## src/rtl/uart_transmitter.sv

```systemverilog
// rtl/uart_transmitter.sv - UART transmit path: byte FIFO feeding a 16x-oversampled frame serializer
module uart_transmitter #(
    parameter int FIFO_DEPTH = 16,
    parameter int CNT_W      = 5
) (
    input  logic             clk,
    input  logic             wb_rst_i,
    input  logic             we_i,
    input  logic [7:0]       dat_i,
    input  logic [6:0]       lcr,
    input  logic             enable,
    input  logic             tx_reset,
    output logic             stx_o,
    output logic [CNT_W-1:0] tf_count,
    output logic             tf_full,
    output logic             thre_o,
    output logic             temt_o,
    output logic             tf_overrun
);

    localparam int AW = $clog2(FIFO_DEPTH);

    typedef enum logic [2:0] {
        S_IDLE,
        S_START,
        S_DATA,
        S_PARITY,
        S_STOP1,
        S_STOP2
    } state_t;

    logic [7:0]       r_mem [FIFO_DEPTH];
    logic [AW-1:0]    r_wr_ptr;
    logic [AW-1:0]    r_rd_ptr;
    logic [CNT_W-1:0] r_count;
    logic             r_overrun;

    state_t           r_state;
    state_t           w_state_nxt;
    logic [3:0]       r_tick;
    logic [2:0]       r_bit_idx;
    logic [7:0]       r_shift;
    logic [7:0]       w_shift_nxt;
    logic [3:0]       r_lcr;
    logic             r_par;
    logic             r_stx;
    logic             w_line_nxt;

    logic             w_empty;
    logic             w_full;
    logic             w_pop;
    logic             w_push;
    logic             w_tick_end;
    logic [7:0]       w_head;
    logic [7:0]       w_mask;
    logic             w_data_xor;
    logic             w_par_calc;

    assign w_empty    = (r_count == '0);
    assign w_full     = (r_count == CNT_W'(FIFO_DEPTH));
    assign w_head     = r_mem[r_rd_ptr];
    assign w_tick_end = enable && (r_tick == 4'hF);

    // A flush wins over a pop in the same cycle, so a flushed FIFO never launches a frame.
    assign w_pop  = (r_state == S_IDLE) && enable && !w_empty && !tx_reset;
    assign w_push = we_i && (!w_full || w_pop) && !tx_reset;

    always_ff @(posedge clk) begin
        if (w_push) begin
            r_mem[r_wr_ptr] <= dat_i;
        end
    end

    always_ff @(posedge clk) begin
        if (wb_rst_i || tx_reset) begin
            r_wr_ptr <= '0;
            r_rd_ptr <= '0;
            r_count  <= '0;
        end else begin
            if (w_push) begin
                r_wr_ptr <= r_wr_ptr + AW'(1);
            end
            if (w_pop) begin
                r_rd_ptr <= r_rd_ptr + AW'(1);
            end
            if (w_push && !w_pop) begin
                r_count <= r_count + CNT_W'(1);
            end else if (w_pop && !w_push) begin
                r_count <= r_count - CNT_W'(1);
            end
        end
    end

    always_ff @(posedge clk) begin
        if (wb_rst_i) begin
            r_overrun <= 1'b0;
        end else begin
            r_overrun <= we_i && w_full && !w_pop && !tx_reset;
        end
    end

    always_comb begin
        w_mask = 8'hFF;
        case (lcr[1:0])
            2'd0:    w_mask = 8'h1F;
            2'd1:    w_mask = 8'h3F;
            2'd2:    w_mask = 8'h7F;
            default: w_mask = 8'hFF;
        endcase
    end

    assign w_data_xor = ^(w_head & w_mask);
    assign w_par_calc = lcr[5] ? ~lcr[4] : (lcr[4] ? w_data_xor : ~w_data_xor);

    always_ff @(posedge clk) begin
        if (wb_rst_i) begin
            r_state <= S_IDLE;
        end else begin
            r_state <= w_state_nxt;
        end
    end

    always_comb begin
        w_state_nxt = r_state;
        case (r_state)
            S_IDLE: begin
                if (w_pop) begin
                    w_state_nxt = S_START;
                end
            end
            S_START: begin
                if (w_tick_end) begin
                    w_state_nxt = S_DATA;
                end
            end
            S_DATA: begin
                if (w_tick_end && (r_bit_idx == {1'b1, r_lcr[1:0]})) begin
                    w_state_nxt = r_lcr[3] ? S_PARITY : S_STOP1;
                end
            end
            S_PARITY: begin
                if (w_tick_end) begin
                    w_state_nxt = S_STOP1;
                end
            end
            S_STOP1: begin
                if (w_tick_end) begin
                    w_state_nxt = r_lcr[2] ? S_STOP2 : S_IDLE;
                end
            end
            S_STOP2: begin
                if (w_tick_end) begin
                    w_state_nxt = S_IDLE;
                end
            end
            default: w_state_nxt = S_IDLE;
        endcase
    end

    // The line is registered, so its next value is decoded from the next state and shift contents.
    always_comb begin
        w_shift_nxt = r_shift;
        if (w_pop) begin
            w_shift_nxt = w_head;
        end else if ((r_state == S_DATA) && w_tick_end) begin
            w_shift_nxt = {1'b0, r_shift[7:1]};
        end

        w_line_nxt = 1'b1;
        case (w_state_nxt)
            S_START:  w_line_nxt = 1'b0;
            S_DATA:   w_line_nxt = w_shift_nxt[0];
            S_PARITY: w_line_nxt = r_par;
            default:  w_line_nxt = 1'b1;
        endcase
    end

    always_ff @(posedge clk) begin
        if (wb_rst_i) begin
            r_tick    <= '0;
            r_bit_idx <= '0;
            r_shift   <= '0;
            r_lcr     <= '0;
            r_par     <= 1'b0;
            r_stx     <= 1'b1;
        end else begin
            r_shift <= w_shift_nxt;
            r_stx   <= w_line_nxt & ~lcr[6];
            if (w_pop) begin
                r_tick    <= '0;
                r_bit_idx <= '0;
                r_lcr     <= lcr[3:0];
                r_par     <= w_par_calc;
            end else if (enable && (r_state != S_IDLE)) begin
                r_tick <= r_tick + 4'd1;
                if ((r_state == S_DATA) && (r_tick == 4'hF)) begin
                    r_bit_idx <= r_bit_idx + 3'd1;
                end
            end
        end
    end

    assign stx_o      = r_stx;
    assign tf_count   = r_count;
    assign tf_full    = w_full;
    assign thre_o     = w_empty;
    assign temt_o     = w_empty && (r_state == S_IDLE);
    assign tf_overrun = r_overrun;

endmodule
```

## config.mk

```make
export PLATFORM = sky130hd
export DESIGN_NAME = uart_transmitter
export DESIGN_NICKNAME = d
export VERILOG_FILES = /design/src/rtl/uart_transmitter.sv
export SDC_FILE = /design/constraint.sdc
export NUM_CORES = 1
export LEC_CHECK = 0
export ABC_AREA = 1
export CORE_MARGIN = 1
export CORE_UTILIZATION = 25
export CTS_BUF_LIST = sky130_fd_sc_hd__clkbuf_2
export DETAILED_ROUTE_END_ITERATION = 6
export HOLD_SLACK_MARGIN = 0.12
export PLACE_DENSITY = 0.43
export SLEW_MARGIN = 40
export SYNTH_ARGS = -nofsm -noshare
export SYNTH_HDL_FRONTEND = slang
export SYNTH_SLANG_ARGS = --single-unit
```

## constraint.sdc

```tcl
create_clock -name clk -period 8.16 [get_ports clk]
set_clock_uncertainty 0.05 [all_clocks]
set_input_delay 1.224 -clock clk [delete_from_list [all_inputs] [get_ports clk]]
set_output_delay 1.224 -clock clk [all_outputs]
set_load 0.1 [all_outputs]
```

# Word-level counts from Yosys, hierarchy flattened
# Memory sizes are Yosys's and may differ from the RTL's. A register that Yosys moved wholly into a read port is not among the register bits.
# Index checks and enable logic that the tools add are counted.
# Widths: inputs -> output; s select.
[totals]
n_memories = 1
mem_bits_rw = 128
register_bits = 38
mem_bits_ro = 0
latchBits = 0
wordCells = 90
out_inout_bits = 10
[classes]
order_cmp = 0
mul = 0
n_addsub = 6
div_mod_pow = 0
n_eq_ne = 13
n_shift = 0
n_reduce_logical = 32
muxes = 21
bitwise = 5
[mem_list]
columns = ["name", "words", "width", "rd", "rd_ports_with_merged_regs", "write_ports", "line_no", "source"]
rows = [
  ["r_mem", 16, 8, 1, 1, 1, "32", "logic [7:0] r_mem [FIFO_DEPTH];"],
]
[ops]
columns = ["cell", "count"]
rows = [
  ["$mux 3", 8],
  ["$pmux 8 s3", 1],
  ["$pmux 3 s6", 1],
  ["$logic_and 1x1->1", 16],
  ["$mux 8", 2],
  ["$add 4x1->4 const B", 3],
  ["$eq 3x2->1 const B", 4],
  ["$mux 5", 2],
  ["$and 8x8->8", 1],
  ["$mux 4", 2],
  ["$reduce_xor 8->1", 1],
  ["$eq 3x1->1 const B", 2],
  ["$eq 3x3->1 const B", 2],
  ["$add 5x1->5 const B", 1],
  ["$eq 5x5->1 const B", 1],
  ["$logic_not 1->1", 5],
  ["$logic_not 5->1", 1],
  ["$sub 5x1->5 const B", 1],
  ["$eq 4x4->1 const B", 1],
  ["$mux 1", 4],
  ["$reduce_bool 2->1", 2],
  ["$add 3x1->3 const B", 1],
  ["$eq 3x3->1", 1],
  ["$logic_not 3->1", 1],
  ["other kinds (10)", 13],
]

# Logic depth before layout (Yosys ltp)
[depth]
ltp_word = 11
mapped_depth = 20
depth_no_buf = 18

# Least setup slack after synthesis
# OpenSTA, ideal clock, no wires.
[synth_timing]
path_type = "flip-flop to flip-flop"
start = "register r_count[1], in the netlist tf_count[1]"
end = "register r_count[4], in the netlist tf_count[4]"
arrival_time_ns = 4.479
slack_ns = 3.508
period_less_slack_ns = 4.652
n_path_buf = 1
setup_time_ns = 0.123
path_stages_with_launch = 17
path_cell_list = "dfxtp_1 nor4_1 inv_1 nor2_1 nor2_1 inv_1 buf_2 ha_1 inv_1 fa_1 a21o_1 a21oi_1 nor2_1 nor2_1 nand2_1 o21ai_0 a21oi_1"
[synth_via]
elab_chain_cells = 10
word_cells_on_any_way = 18
cone_classes = "2 x add/sub; 1 x eq/ne; 2 x mux; 13 x reduce/logical"
[synth_rtl]
columns = ["item", "line_no", "source"]
rows = [
  ["start: declaration", "35", "logic [CNT_W-1:0] r_count;"],
  ["start signal: assignment", "87", "r_count <= r_count + CNT_W'(1);"],
  ["start signal: assignment", "89", "r_count <= r_count - CNT_W'(1);"],
  ["$logic_not 5->1 *", "59", "assign w_empty = (r_count == '0);"],
  ["named net thre_o", "16", "output logic thre_o,"],
  ["$logic_not 1->1 *", "65", "assign w_pop = (r_state == S_IDLE) && enable && !w_empty && !tx_reset;"],
  ["$logic_and 1x1->1 * (2 in a row)", "65", ""],
  ["$logic_or 1x1->1", "66", "assign w_push = we_i && (!w_full || w_pop) && !tx_reset;"],
  ["$logic_and 1x1->1 (2 in a row)", "66", ""],
  ["$logic_not 1->1", "88", "end else if (w_pop && !w_push) begin"],
  ["$logic_and 1x1->1", "88", ""],
  ["$reduce_bool 2->1 (no line)", "--", ""],
]
# Mark *: on every way through the listed nets, which the timed path passes. The rest lies on a longest branch. The select of a mux whose other input is x is not followed.
# A chain may end at the register's enable or synchronous reset.

# Worst setup path after layout
[layout_timing]
start = "register r_state[0]"
end = "output temt_o"
[layout_via]
elab_chain_cells = 2
[layout_rtl]
columns = ["item", "line_no", "source"]
rows = [
  ["start: declaration", "38", "state_t r_state;"],
  ["start signal: assignment", "119", "r_state <= w_state_nxt;"],
  ["$logic_not 3->1", "207", "assign temt_o = w_empty && (r_state == S_IDLE);"],
  ["$logic_and 1x1->1", "207", ""],
  ["end: declaration", "17", "output logic temt_o,"],
]
# Every way passes these cells.

==> results.json <==
{
  "yosysWarnings": 0,
  "cts_hold_buf": 0,
  "ys_ff_latch": 170,
  "timing.fmax_mhz": 275,
  "synthArstFlopShare_pct": 0,
  "synth_top_area_share_pct": 51.1,
  "rr_worst_depth": 17,
  "yosys-top-cells-area": "edfxtp_1 (51%), nand2_1 (13%), dfxtp_1 (11%)",
  "dpl.hpwl_um": 11800,
  "grt_max_degree": 57,
  "endpoint_kind": "output port",
  "hold_viol": 0,
  "avgSynthCellArea_um2": 9.44,
  "core-area_um2": 29600,
  "fin_crit_sh_pct": 44.5,
  "regToRegEndpoint": "tf_count[4]",
  "power_per_cell_area_nw_per_um2": 186,
  "grt_pass1_wl_um": 29100,
  "ir_drop_v": 0.0000708,
  "setup_tns_ps": 0,
  "cap_violations": 0,
  "path_clk_slew_ps": 310,
  "vias": 5175,
  "post_cts_buffers": 0,
  "holdPathEnd": "r_shift[5]",
  "stdcell_count": 1225,
  "die_x_um": 176,
  "cts_sinks": 170,
  "synth-main-ff-cell": "edfxtp_1",
  "htree_num_levels": 4,
  "cts-root-buf": "clkbuf_2",
  "grt_use_total_pct": 12.5,
  "cts_resized": 0,
  "startpoint_type": "flop",
  "path_max_fanout": 4,
  "port_buffers": 29,
  "clockBufferDepth": 2,
  "fill_cells": 3234,
  "crit_family": "buffers and inverters",
  "critical_path.cell_chain": "nor2_1 > inv_1 > nor2_1 > inv_1 > nor3_1 > buf_2",
  "max_slew.worst_pin.slew_ps": 794,
  "drt-total-wl_um": 18400,
  "finish.utilization_pct": 28.2,
  "drc_errors": 0,
  "min_path_cells": 2,
  "p_leak_nw": 3.26,
  "final_antenna_net_count": 0,
  "initial_core_util_pct": 25.4,
  "num_rows": 63,
  "required_ps": 6890,
  "nNetsFinal": 853,
  "synth_most_common_cell": "nand2_1",
  "hold_path_class": "flop to flop",
  "crit_type": "flop to output port",
  "setup_violations": 0,
  "synth_common_cells": "nand2_1 (254), edfxtp_1 (128), inv_1 (80), nor2_1 (80), nand3_1 (70)",
  "gp_congestion": 0.725,
  "drt-initial-drc-count": 362,
  "drive_gt1_share_pct": 7.31,
  "r2r_slack_ps": 4940,
  "syn_area_um2": 7530,
  "io_pins": 30,
  "cp_slowest_cell": "buf_2",
  "clock_latency_ps": 750,
  "hp-start": "r_shift[6]",
  "dr.pass1.iters": 5,
  "cts_buffers": 17,
  "rsz0062_at_grt": "false",
  "cts_tree": "built",
  "grt_pass1_vias": 5033,
  "yosysSeqAreaShare_pct": 62.2,
  "antenna_found_initial": 1,
  "slew_violations": 0,
  "slew_headroom_pct": 46.9,
  "synthCells": 797,
  "crit_buf_inv": 3,
  "ys_types": 38,
  "period_needed_ps": 3630,
  "placedCellCount": 1192,
  "area_growth_pct": 11.1,
  "cp_data_arrival_time_ps": 2360,
  "wl_per_cell_um": 15.0,
  "rr_startpoint": "r_state[0]",
  "critPathMaxStageDelay_ps": 450,
  "dieArea_um2": 30800,
  "synth_edf_count": 128,
  "status": "complete, no violations",
  "vias_per_cell": 4.22,
  "p_total_mw": 1.56,
  "die_y_um": 176,
  "grt_remaining_overflow": 0,
  "syn-num-nets": 829,
  "synth_top_area_cell": "edfxtp_1"
}
[logic make-up after synthesis]
| family | share of synthesized area [%] |
|---|---|
| fa+ha+maj | 2.09 |
| compound gates | 5.60 |
| buf+inv | 6.60 |
| xor+xnor | 0.815 |
| simple gates | 22.7 |
| flops | 62.2 |
[cell usage in the layout, fill, tap and decap left out, types with 5 or more instances in the layout]
| master | Yosys | final |
|---|---|---|
| nor3_1 | 6 | 6 |
| ha_1 | 11 | 11 |
| inv_6 | 0 | 5 |
| nand3_1 | 70 | 70 |
| buf_2 | 14 | 11 |
| o21ai_1 | 15 | 15 |
| dfxtp_1 | 42 | 40 |
| nand2_1 | 254 | 254 |
| o211ai_1 | 10 | 10 |
| nor2_1 | 80 | 78 |
| edfxtp_1 | 128 | 128 |
| inv_1 | 80 | 80 |
| clkdlybuf4s50_1 | 0 | 18 |
| a21oi_1 | 19 | 19 |
| clkbuf_2 | 0 | 18 |
| o21ai_0 | 15 | 15 |
[how the worst max path moves through the flow]
stage	start	endpoint	slack, ps	cells past startpoint
floorplan	tf_count[1]	tf_count[4]	3510	16
global placement	tx_reset	tf_count[4]	3970	15
detailed placement	tx_reset	tf_count[4]	3960	15
CTS	r_state[0]	temt_o	4420	6
global route	r_state[1]	temt_o	4310	6
finish	r_state[0]	temt_o	4530	6
[area by class of cell]
type | count | area (um2) | area share [%]
clock buffers | 18 | 90.1 | 1.08
clock inverters | 14 | 154 | 1.84
multi-input cells | 513 | 2350 | 28.1
inverters | 87 | 332 | 3.97
repair buffers | 32 | 258 | 3.08
well taps | 390 | 488 | 5.84
diodes | 1 | 2.50 | 0.0299
flip-flops and latches | 170 | 4690 | 56.1
[worst register-to-register path, stage by stage, from the launching register on]
cell and delay (ps):
dfxtp_1 410, nor2_1 130, inv_1 50, nor2_1 250
nand3b_1 160, nor2_1 130, buf_4 220, inv_1 240
ha_1 300, inv_1 140, ha_1 300, a21o_1 190
a21oi_1 150, nor2_1 60, nor2_1 80, nand2_1 70
o21ai_0 140, a21oi_1 50
[where the power goes]
part | internal [mW] | total [mW] | switching [mW]
sequential | 0.940 | 0.946 | 0.00688
clock | 0.125 | 0.457 | 0.332
combinational | 0.0407 | 0.154 | 0.114
total | 1.11 | 1.56 | 0.452
[layer usage]
layer  GRT usage, %  share of wire [%]
met5              0                  0
met4           3.55                1.0
met3           2.25                2.3
met2           20.2                 47
met1           17.1                 50
[sequential cells by signal (all words and copies together), names as in the netlist, 3 cells and up, named ones only]
register	count
r_bit_idx	3
r_tick	4
r_state	3
r_shift	8
r_wr_ptr	4
r_lcr	4
r_mem	128
r_rd_ptr	4
tf_count	5
[per-stage QoR]
step / hold slack (ps) / instance area [um2] / setup WS, ps
3_3_place_gp: 398 / 8160 / 3970
3_5_place_dp: 407 / 8120 / 3960
5_1_grt: 388 / 8360 / 4310
4_1_cts: 377 / 8360 / 4420
2_1_floorplan: 380 / 7530 / 3510
6_report: 378 / 8360 / 4530
Power figures use the tool's default switching activity.
